File: config.mk
export PLATFORM = sky130hd
export DESIGN_NAME = demux_dispatch_ctrl_flat
export DESIGN_NICKNAME = d
export VERILOG_FILES = /design/src/rtl/demux_dispatch_ctrl_pkg.sv /design/src/rtl/demux_dispatch_ctrl_if.sv /design/src/rtl/demux_dispatch_ctrl.sv /design/src/flat_wrapper.sv
export SDC_FILE = /design/constraint.sdc
export NUM_CORES = 1
export LEC_CHECK = 0
export CORE_AREA = 3 3 99 101
export DETAILED_ROUTE_END_ITERATION = 8
export DIE_AREA = 0 0 102 104
export GPL_TIMING_DRIVEN = 0
export SYNTH_ARGS = -nofsm -noshare
export SYNTH_HDL_FRONTEND = slang
export SYNTH_SLANG_ARGS = --single-unit
File: constraint.sdc
create_clock -name clk_sys -period 1.5 [get_ports clk_sys]
set_input_delay 0.225 -clock clk_sys [delete_from_list [all_inputs] [get_ports clk_sys]]
set_output_delay 0.225 -clock clk_sys [all_outputs]
set_load 0.1 [all_outputs]
File: src/rtl/demux_dispatch_ctrl_pkg.sv
// Shared decryption-datapath definitions: dispatcher FSM states, channel codes, default widths.
// Optional DEMUX_DISPATCH_ERRCNT_EN (set per build) adds the illegal-select counter elsewhere.
package decrypt_pkg;

  localparam int unsigned MST_DWIDTH_DEF = 32;
  localparam int unsigned SYS_DWIDTH_DEF = 8;
  localparam int unsigned ERRCNT_W       = 8;

  typedef enum logic {
    IDLE = 1'b0,
    SEND = 1'b1
  } state_t;

  localparam logic [1:0] CH_CAESAR  = 2'd0;
  localparam logic [1:0] CH_SCYTALE = 2'd1;
  localparam logic [1:0] CH_ZIGZAG  = 2'd2;
  localparam logic [1:0] CH_ILLEGAL = 2'd3;

endpackage

File: src/rtl/demux_dispatch_ctrl_if.sv
// Master word handshake plus per-channel byte bus of the dispatch controller.
// DEMUX_DISPATCH_ERRCNT_EN adds err_cnt_o to the bundle and both modports.
interface demux_dispatch_ctrl_if
  import decrypt_pkg::*;
#(
  parameter int unsigned MST_DWIDTH = MST_DWIDTH_DEF,
  parameter int unsigned SYS_DWIDTH = SYS_DWIDTH_DEF
);

  logic [MST_DWIDTH-1:0] data_i;
  logic                  valid_i;
  logic [1:0]            select_i;
  logic                  ready_o;
  logic                  busy0_i;
  logic                  busy1_i;
  logic                  busy2_i;
  logic [SYS_DWIDTH-1:0] data_o;
  logic                  valid0_o;
  logic                  valid1_o;
  logic                  valid2_o;
  logic                  last_o;
  logic                  idle_o;

`ifdef DEMUX_DISPATCH_ERRCNT_EN
  logic [ERRCNT_W-1:0]   err_cnt_o;

  modport slave (
    input  data_i, valid_i, select_i, busy0_i, busy1_i, busy2_i,
    output ready_o, data_o, valid0_o, valid1_o, valid2_o, last_o, idle_o, err_cnt_o
  );

  modport master (
    output data_i, valid_i, select_i, busy0_i, busy1_i, busy2_i,
    input  ready_o, data_o, valid0_o, valid1_o, valid2_o, last_o, idle_o, err_cnt_o
  );
`else
  modport slave (
    input  data_i, valid_i, select_i, busy0_i, busy1_i, busy2_i,
    output ready_o, data_o, valid0_o, valid1_o, valid2_o, last_o, idle_o
  );

  modport master (
    output data_i, valid_i, select_i, busy0_i, busy1_i, busy2_i,
    input  ready_o, data_o, valid0_o, valid1_o, valid2_o, last_o, idle_o
  );
`endif

endinterface

File: src/rtl/demux_dispatch_ctrl.sv
// Serialises one accepted word MSB-byte-first to one of three decryptor channels, honouring busy.
// DEMUX_DISPATCH_ERRCNT_EN: saturating count of words dropped for select == CH_ILLEGAL.
module demux_dispatch_ctrl
  import decrypt_pkg::*;
#(
  parameter int unsigned MST_DWIDTH = MST_DWIDTH_DEF,
  parameter int unsigned SYS_DWIDTH = SYS_DWIDTH_DEF
) (
  input  logic                  clk_sys,
  input  logic                  rst,
  demux_dispatch_ctrl_if.slave  bus
);

  localparam int unsigned BYTES      = MST_DWIDTH / SYS_DWIDTH;
  localparam int unsigned IDX_W      = (BYTES > 1) ? $clog2(BYTES) : 1;
  localparam int unsigned WORD_IDX_W = (MST_DWIDTH > 1) ? $clog2(MST_DWIDTH) : 1;

  state_t                state_q, state_d;
  logic [IDX_W-1:0]      idx_q, idx_d;
  logic [MST_DWIDTH-1:0] word_q, word_d;
  logic [1:0]            ch_q, ch_d;
  logic [SYS_DWIDTH-1:0] data_q, data_d;
  logic [2:0]            valid_q, valid_d;
  logic                  last_q, last_d;
  logic                  ready_c;
  logic                  busy_sel_c;
  logic [WORD_IDX_W-1:0] msb_c;
`ifdef DEMUX_DISPATCH_ERRCNT_EN
  logic [ERRCNT_W-1:0]   err_q, err_d;
`endif

  // Ready is forced low while reset is asserted even though the state already reads IDLE.
  assign ready_c = (state_q == IDLE) && !rst;

  // Only the latched channel's busy can stall the transfer.
  always_comb begin
    busy_sel_c = 1'b0;
    case (ch_q)
      CH_CAESAR:  busy_sel_c = bus.busy0_i;
      CH_SCYTALE: busy_sel_c = bus.busy1_i;
      CH_ZIGZAG:  busy_sel_c = bus.busy2_i;
      default:    busy_sel_c = 1'b0;
    endcase
  end

  assign msb_c = WORD_IDX_W'(MST_DWIDTH - 1) - WORD_IDX_W'(SYS_DWIDTH * 32'(idx_q));

  // Next-state and registered-output logic.
  always_comb begin
    state_d = state_q;
    idx_d   = idx_q;
    word_d  = word_q;
    ch_d    = ch_q;
    data_d  = data_q;
    valid_d = 3'b000;
    last_d  = 1'b0;
`ifdef DEMUX_DISPATCH_ERRCNT_EN
    err_d   = err_q;
`endif
    case (state_q)
      IDLE: begin
        if (bus.valid_i && ready_c) begin
          if (bus.select_i != CH_ILLEGAL) begin
            word_d  = bus.data_i;
            ch_d    = bus.select_i;
            idx_d   = '0;
            state_d = SEND;
          end
`ifdef DEMUX_DISPATCH_ERRCNT_EN
          else if (err_q != {ERRCNT_W{1'b1}}) begin
            err_d = err_q + ERRCNT_W'(1);
          end
`endif
        end
      end
      SEND: begin
        if (!busy_sel_c) begin
          data_d = word_q[msb_c -: SYS_DWIDTH];
          case (ch_q)
            CH_CAESAR:  valid_d = 3'b001;
            CH_SCYTALE: valid_d = 3'b010;
            CH_ZIGZAG:  valid_d = 3'b100;
            default:    valid_d = 3'b000;
          endcase
          if (idx_q == IDX_W'(BYTES - 1)) begin
            last_d  = 1'b1;
            idx_d   = '0;
            state_d = IDLE;
          end else begin
            idx_d = idx_q + IDX_W'(1);
          end
        end
      end
      default: state_d = IDLE;
    endcase
  end

  always_ff @(posedge clk_sys or posedge rst) begin
    if (rst) begin
      state_q <= IDLE;
      idx_q   <= '0;
      word_q  <= '0;
      ch_q    <= CH_CAESAR;
      data_q  <= '0;
      valid_q <= 3'b000;
      last_q  <= 1'b0;
`ifdef DEMUX_DISPATCH_ERRCNT_EN
      err_q   <= '0;
`endif
    end else begin
      state_q <= state_d;
      idx_q   <= idx_d;
      word_q  <= word_d;
      ch_q    <= ch_d;
      data_q  <= data_d;
      valid_q <= valid_d;
      last_q  <= last_d;
`ifdef DEMUX_DISPATCH_ERRCNT_EN
      err_q   <= err_d;
`endif
    end
  end

  assign bus.ready_o  = ready_c;
  assign bus.idle_o   = (state_q == IDLE) && (valid_q == 3'b000);
  assign bus.data_o   = data_q;
  assign bus.valid0_o = valid_q[0];
  assign bus.valid1_o = valid_q[1];
  assign bus.valid2_o = valid_q[2];
  assign bus.last_o   = last_q;
`ifdef DEMUX_DISPATCH_ERRCNT_EN
  assign bus.err_cnt_o = err_q;
`endif

endmodule

File: src/flat_wrapper.sv
// flat-port wrapper written by rule: the top's interface ports become plain ports
module demux_dispatch_ctrl_flat import decrypt_pkg::*;
#(
  parameter int unsigned MST_DWIDTH = MST_DWIDTH_DEF,
  parameter int unsigned SYS_DWIDTH = SYS_DWIDTH_DEF
)
  (clk_sys, rst, bus_data_i, bus_valid_i, bus_select_i, bus_busy0_i, bus_busy1_i, bus_busy2_i, bus_ready_o, bus_data_o, bus_valid0_o, bus_valid1_o, bus_valid2_o, bus_last_o, bus_idle_o);
  demux_dispatch_ctrl_if #(.MST_DWIDTH(MST_DWIDTH), .SYS_DWIDTH(SYS_DWIDTH)) bus_i ();
  input  logic clk_sys;
  input  logic rst;
  input wire logic [$bits(bus_i.data_i)-1:0] bus_data_i;
  input wire logic [$bits(bus_i.valid_i)-1:0] bus_valid_i;
  input wire logic [$bits(bus_i.select_i)-1:0] bus_select_i;
  input wire logic [$bits(bus_i.busy0_i)-1:0] bus_busy0_i;
  input wire logic [$bits(bus_i.busy1_i)-1:0] bus_busy1_i;
  input wire logic [$bits(bus_i.busy2_i)-1:0] bus_busy2_i;
  output wire logic [$bits(bus_i.ready_o)-1:0] bus_ready_o;
  output wire logic [$bits(bus_i.data_o)-1:0] bus_data_o;
  output wire logic [$bits(bus_i.valid0_o)-1:0] bus_valid0_o;
  output wire logic [$bits(bus_i.valid1_o)-1:0] bus_valid1_o;
  output wire logic [$bits(bus_i.valid2_o)-1:0] bus_valid2_o;
  output wire logic [$bits(bus_i.last_o)-1:0] bus_last_o;
  output wire logic [$bits(bus_i.idle_o)-1:0] bus_idle_o;
  assign bus_i.data_i = bus_data_i;
  assign bus_i.valid_i = bus_valid_i;
  assign bus_i.select_i = bus_select_i;
  assign bus_i.busy0_i = bus_busy0_i;
  assign bus_i.busy1_i = bus_busy1_i;
  assign bus_i.busy2_i = bus_busy2_i;
  assign bus_ready_o = bus_i.ready_o;
  assign bus_data_o = bus_i.data_o;
  assign bus_valid0_o = bus_i.valid0_o;
  assign bus_valid1_o = bus_i.valid1_o;
  assign bus_valid2_o = bus_i.valid2_o;
  assign bus_last_o = bus_i.last_o;
  assign bus_idle_o = bus_i.idle_o;
  demux_dispatch_ctrl #(.MST_DWIDTH(MST_DWIDTH), .SYS_DWIDTH(SYS_DWIDTH)) u_core (.clk_sys(clk_sys), .rst(rst), .bus(bus_i));
endmodule
==> flow_metrics.py, run 1 <==
metrics = {
    "floorplanning": {
        "core_um2": 9110,
        "std_cell_rows": 35,
        "die_y_um": 104,
        "die-area_um2": 10600,
        "initial_core_util": 0.247,
        "io_pins": 54,
        "die_w_um": 102,
    },
    "detailed_routing": {
        "wl_um": 4920,
        "via_count": 1322,
        "drc": 0,
        "firstDrtPassIters": 3,
        "drtIter0Drc": 14,
        "antenna_left": 0,
        "wl_per_cell_um": 15.8,
        "via_per_inst": 4.25,
    },
    "timing": {
        "final.min_clock_period_ns": 1.51,
        "fin_crit_sh": 1.01,
        "max_freq_mhz": 663,
        "fin_skew_ns": 0.00448,
        "slew_viol_final": 0,
        "setup_viol": 1,
        "tightest_slew_ns": 0.566,
        "setup_slack_ns": -0.00876,
        "rsz0062_at_grt": "yes",
        "fin_hold_ws_ns": 0.106,
        "finalHoldViolCount": 0,
        "max_slew_margin": 0.624,
    },
    "min_path": {
        "hold_class": "in2async",
    },
    "setup_path": {
        "arrival_ns": 1.28,
        "rrSetupSlack_ns": 0.01,
        "rr_startpoint": "u_core.ch_q[1]",
        "crit_path_max_fanout": 4,
        "crit_path_end_kind": "output port",
        "r2r_cells": 4,
        "cp-endpoint": "bus_idle_o",
        "startpoint_type": "flip-flop",
        "required_ns": 1.27,
        "crit_start": "u_core.state_q",
        "critPathKind": "reg2out",
        "timing.rr.end": "u_core.idx_q[1]",
    },
    "synth": {
        "ys_seq_area_frac": 0.544,
        "netlist_area_um2": 2250,
        "yosys.cell_types.count": 24,
        "yosys_warnings": 0,
        "syn_nets": 171,
        "avgSynthCellArea_um2": 17.3,
        "syn_inst": 130,
        "ys_seq_elements": 49,
    },
    "finish": {
        "utilization": 0.350,
        "layout.nets": 241,
        "drive_gt1_frac": 0.500,
        "areaGrowthSynthToFinish_pct": 41.5,
        "final_cell_area_um2": 3190,
        "final_cells": 311,
        "final_common_cell": "dfrtp_1",
        "layout_common_cells": "dfrtp_1 (44), mux2_4 (40), clkdlybuf4s50_1 (38)",
        "fillers": 902,
        "n_antenna_cell": 0,
    },
    "power": {
        "p_seq_frac": 0.330,
        "leakagePower_nw": 1.46,
        "combPwrFrac": 0.565,
        "power.switching_w": 0.00297,
        "p_sw_frac": 0.402,
        "finalPower_w": 0.00739,
        "power.density_nw_per_um2": 2320,
        "intPower_w": 0.00441,
        "vdd_drop_max_uv": 829,
        "p_clk_frac": 0.105,
    },
    "status": {
        "violations": "setup timing",
        "status": "finished, violations left",
    },
    "grt": {
        "overflow": 0,
        "grt_pass1_vias": 1399,
        "grt_max_degree": 28,
        "antenna_found_initial": 0,
        "grtUsageTotal": 0.0962,
        "grt_pass1_wl_um": 7730,
    },
    "placement": {
        "gp_congestion": 0.701,
        "hpwl_um": 3460,
        "io_buffers": 53,
        "placed_area_um2": 2970,
        "place_inst": 295,
    },
    "clock_tree": {
        "cts_sinks": 49,
        "clk_latency_ns": 0.30,
        "cts_root_buffer": "clkbuf_8",
        "cts.clk_slew.worst_paths_ns": 0.08,
        "cts_buffer_depth": 2,
        "cts_tree": "built",
        "htreeDepth": 2,
        "numCtsBuffers": 5,
    },
    "run": {
        "max_cap_violations": 0,
    },
}
[sequential cells by signal (all words and copies together), names as in the netlist]
register and count:
u_core.word_q 32, u_core.idx_q 2, u_core.ch_q 2, u_core.valid_q 3
u_core.state_q 1, u_core.bus.last_o 1, u_core.bus.data_o 8
[what timing repair did]
action,CTS,global route
gates cloned,1,0
setup endpoints to repair,55,46
pin swaps,3,2
setup buffers,5,3
resized for setup,65,11
hold buffers,0,0
[worst max-delay path, stage by stage (launching register included)]
cell     delay [ns]
dfrtp_2        0.46
nor4_4         0.27
buf_6          0.26
[stage by stage]
step	TNS, ns	setup slack [ns]
finish	-0.00876	-0.00876
global route	-0.265	-0.0689
CTS	-0.147	-0.0358
detailed placement	-18.39	-0.750
global placement	-71.19	-1.38
floorplan	-0.574	-0.483
[cell usage after synthesis]
cell / n / area [um^2]
ha_1: 1 / 12.5
a22o_1: 1 / 8.76
nand3b_1: 1 / 7.51
mux4_2: 8 / 180
a21boi_0: 2 / 15.0
mux2_4: 36 / 541
buf_2: 2 / 10.0
buf_6: 4 / 45.0
nor3_1: 1 / 5.00
mux2i_1: 1 / 10.0
nor3b_1: 2 / 15.0
dfrtp_1: 49 / 1230
o211ai_2: 1 / 12.5
o22a_2: 1 / 10.0
or3b_2: 1 / 8.76
nand2_1: 1 / 3.75
nand2_2: 1 / 6.26
nor4_1: 1 / 6.26
o211ai_1: 1 / 7.51
o22a_1: 1 / 8.76
nor3b_4: 1 / 18.8
mux2_2: 6 / 67.6
nor2_1: 5 / 18.8
inv_1: 2 / 7.51
[metal layers]
metal	up-vias	GRT usage	wire, um
met1	663	0.131	2240
met3	6	0.0188	201
met4	0	0.0337	79
met2	32	0.151	2400
met5	-	0	0
li1	621	-	-
[logic make-up after synthesis]
| family | share of synthesized area |
|---|---|
| mux | 0.354 |
| flops | 0.544 |
| simple gates | 0.0400 |
| buf+inv | 0.0278 |
| compound gates | 0.0278 |
| fa+ha+maj | 0.00555 |
[how the worst min path moves through the flow]
stage | startpoint | end | slack [ns] | cells past startpoint
5_1_grt | rst | u_core.valid_q[1] | 0.14 | 2
6_report | rst | u_core.state_q | 0.11 | 2
3_3_place_gp | u_core.word_q[3] | u_core.word_q[3] | 0.49 | 1
4_1_cts | rst | u_core.valid_q[1] | 0.48 | 2
3_5_place_dp | u_core.word_q[17] | u_core.word_q[17] | 0.49 | 1
2_1_floorplan | bus_select_i[0] | u_core.ch_q[0] | 0.37 | 1
[power by group through the flow]
stage | combinational, W | clock, W | sequential, W
after floorplan | 0.00210 | 0 | 0.00337
after global placement | 0.00383 | 0 | 0.00244
after detailed placement | 0.00389 | 0 | 0.00247
after CTS | 0.00414 | 0.000807 | 0.00244
after global routing | 0.00438 | 0.000864 | 0.00253
final | 0.00417 | 0.000776 | 0.00244
[final cells by class]
type                    count  area [um^2]  area share
plain buffers               6         71.3      0.0224
flip-flops and latches     49         1230       0.388
well taps                 111          139      0.0436
inverters                   2         7.51     0.00236
clock buffers               7         86.3      0.0271
repair buffers             63          636       0.199
multi-input cells          73         1010       0.318
Power figures use the tool's default switching activity.
==> run 2: changes to the inputs <==
--- a/config.mk
+++ b/config.mk
@@ -5,9 +5,9 @@
 export SDC_FILE = /design/constraint.sdc
 export NUM_CORES = 1
 export LEC_CHECK = 0
-export CORE_AREA = 3 3 99 101
+export CORE_AREA = 3 3 82 123
 export DETAILED_ROUTE_END_ITERATION = 8
-export DIE_AREA = 0 0 102 104
+export DIE_AREA = 0 0 85 126
 export GPL_TIMING_DRIVEN = 0
 export SYNTH_ARGS = -nofsm -noshare
 export SYNTH_HDL_FRONTEND = slang
==> run 2 against run 1 <==
Net effect: the flow still finishes with violations (setup timing); critical path depth is 3 higher; sequential share of layout area fell by 1.1 points; sequential power about the same; global-route usage is 0.27 points higher; routed wire length is 2.0% higher; critical endpoint is now u_core.idx_q[0]; largest cell class unchanged.
==> flow_metrics.py, run 2 (synthesis results as in run 1) <==
metrics = {
    "grt": {
        "antenna_found_initial": 0,
        "grt_pass1_vias": 1475,
        "grt_max_degree": 27,
        "overflow": 0,
        "grtUsageTotal": 0.0989,
        "grt_pass1_wl_um": 8080,
    },
    "timing": {
        "setup_slack_ns": -0.0153,
        "setup_viol": 3,
        "finalHoldViolCount": 0,
        "fin_skew_ns": 0.00374,
        "tightest_slew_ns": 0.555,
        "fin_crit_sh": 1.01,
        "tns_ns": -0.0282,
        "max_slew_margin": 0.629,
        "slew_viol_final": 0,
        "final.min_clock_period_ns": 1.52,
        "max_freq_mhz": 660,
        "rsz0062_at_grt": "yes",
    },
    "finish": {
        "multi_input_area_um2": 1010,
        "layout.nets": 242,
        "final_cell_area_um2": 3280,
        "fillers": 895,
        "final_cells": 313,
        "seqCellArea_um2": 1230,
        "layout_common_cells": "dfrtp_1 (44), mux2_4 (40), clkdlybuf4s50_1 (38)",
        "largest_reg_flops": 32,
        "final_common_cell": "dfrtp_1",
        "largest-register": "u_core.word_q",
        "areaGrowthSynthToFinish_pct": 45.7,
        "n_antenna_cell": 0,
        "drive_gt1_frac": 0.507,
    },
    "floorplanning": {
        "io_pins": 54,
        "core_um2": 9200,
        "die_w_um": 85,
        "die_y_um": 126,
        "die-area_um2": 10700,
        "initial_core_util": 0.245,
        "std_cell_rows": 43,
    },
    "placement": {
        "gp_congestion": 0.677,
        "hpwl_um": 3400,
        "placed_area_um2": 2970,
        "place_inst": 296,
        "io_buffers": 53,
    },
    "setup_path": {
        "startpoint_type": "flip-flop",
        "crit_path_max_fanout": 4,
        "critPathKind": "reg2reg",
        "cpMaxStageDelayCell": "dfrtp_2",
        "crit_path_end_kind": "flip-flop",
        "required_ns": 1.66,
        "arrival_ns": 1.68,
        "max_stage_delay_ns": 0.43,
        "crit_chain": "mux2i_2 > o211ai_2 > buf_4 > buf_6 > mux2_4",
    },
    "power": {
        "finalPower_w": 0.00791,
        "power.density_nw_per_um2": 2410,
        "leakagePower_nw": 1.49,
        "vdd_drop_max_uv": 1680,
    },
    "min_path": {
        "hold_class": "in2async",
    },
    "status": {
        "status": "finished, violations left",
        "violations": "setup timing",
    },
    "detailed_routing": {
        "wl_um": 5020,
        "via_per_inst": 4.24,
        "antenna_left": 0,
        "drtIter0Drc": 54,
        "via_count": 1328,
        "drc": 0,
        "firstDrtPassIters": 2,
        "wl_per_cell_um": 16.0,
    },
    "clock_tree": {
        "htreeDepth": 2,
        "cts.clk_slew.worst_paths_ns": 0.06,
        "clk_latency_ns": 0.28,
        "holdBufCountCts": 0,
        "cts_sinks": 49,
        "cts_buffer_depth": 2,
        "numCtsBuffers": 5,
        "cts_tree": "built",
        "cts_root_buffer": "clkbuf_16",
    },
    "run": {
        "max_cap_violations": 0,
    },
}
[run 2: cell types whose count changed in the layout (fill, tap and decap cells not counted), moves of 3 or more]
| cell | before | now |
|---|---|---|
| clkbuf_8 | 6 | 0 |
| clkbuf_16 | 0 | 5 |
| buf_2 | 3 | 0 |
| clkdlybuf4s15_2 | 9 | 12 |
[run 2: critical path: cells and delay by family, from the launching register on]
family | cells | cell delay [ns]
buf+inv | 2 | 0.29
flops | 1 | 0.43
compound gates | 1 | 0.21
mux | 2 | 0.47
[run 2: per-layer routing]
layer	wire (um)	share of wire	vias up	GRT usage
met5	0	0	-	0
met4	31	0.0062	0	0.0280
met3	217	0.043	2	0.0216
met2	2700	0.54	37	0.174
met1	2060	0.41	672	0.120
li1	-	-	617	-
[run 2: through the flow]
step	util	worst slack (ns)	hold WS, ns
finish	0.357	-0.0153	0.239
global route	0.357	-0.0786	0.293
CTS	0.354	-0.0438	0.257
detailed placement	0.323	-0.730	0.491
global placement	0.321	-1.35	0.492
floorplan	-	-0.483	0.373
[run 2: path summary, 6_finish.rpt]
path                                         from                 to  slack (ns)  cells after the start
worst min-delay path                          rst     u_core.ch_q[0]        0.24                      2
worst max-delay path               u_core.ch_q[1]    u_core.idx_q[0]       -0.02                      5
worst min register to register  u_core.word_q[17]  u_core.word_q[17]        0.51                      1
min in group clk_sys            u_core.word_q[17]  u_core.word_q[17]        0.51                      1
max in group asynchronous                     rst  u_core.valid_q[1]        0.72                      3
worst max register to register     u_core.ch_q[1]    u_core.idx_q[0]       -0.02                      5
[run 2: what timing repair did]
item	CTS	global route
pin swaps	3	4
resized for setup	63	3
endpoints found under the setup margin	56	44
buffers inserted	8	2
[run 2: layout make-up]
cell class	instances	area share
flip-flops and latches	49	0.376
multi-input cells	73	0.308
repair buffers	64	0.202
well taps	112	0.0427
clock buffers	5	0.0381
plain buffers	6	0.0206
clock inverters	2	0.0107
inverters	2	0.00229
[run 2: power breakdown]
group,internal [W],leakage [nW],switching (W)
clock network,0.000774,0.0797,0.000465
logic,0.00210,0.823,0.00213
registers,0.00200,0.584,0.000436
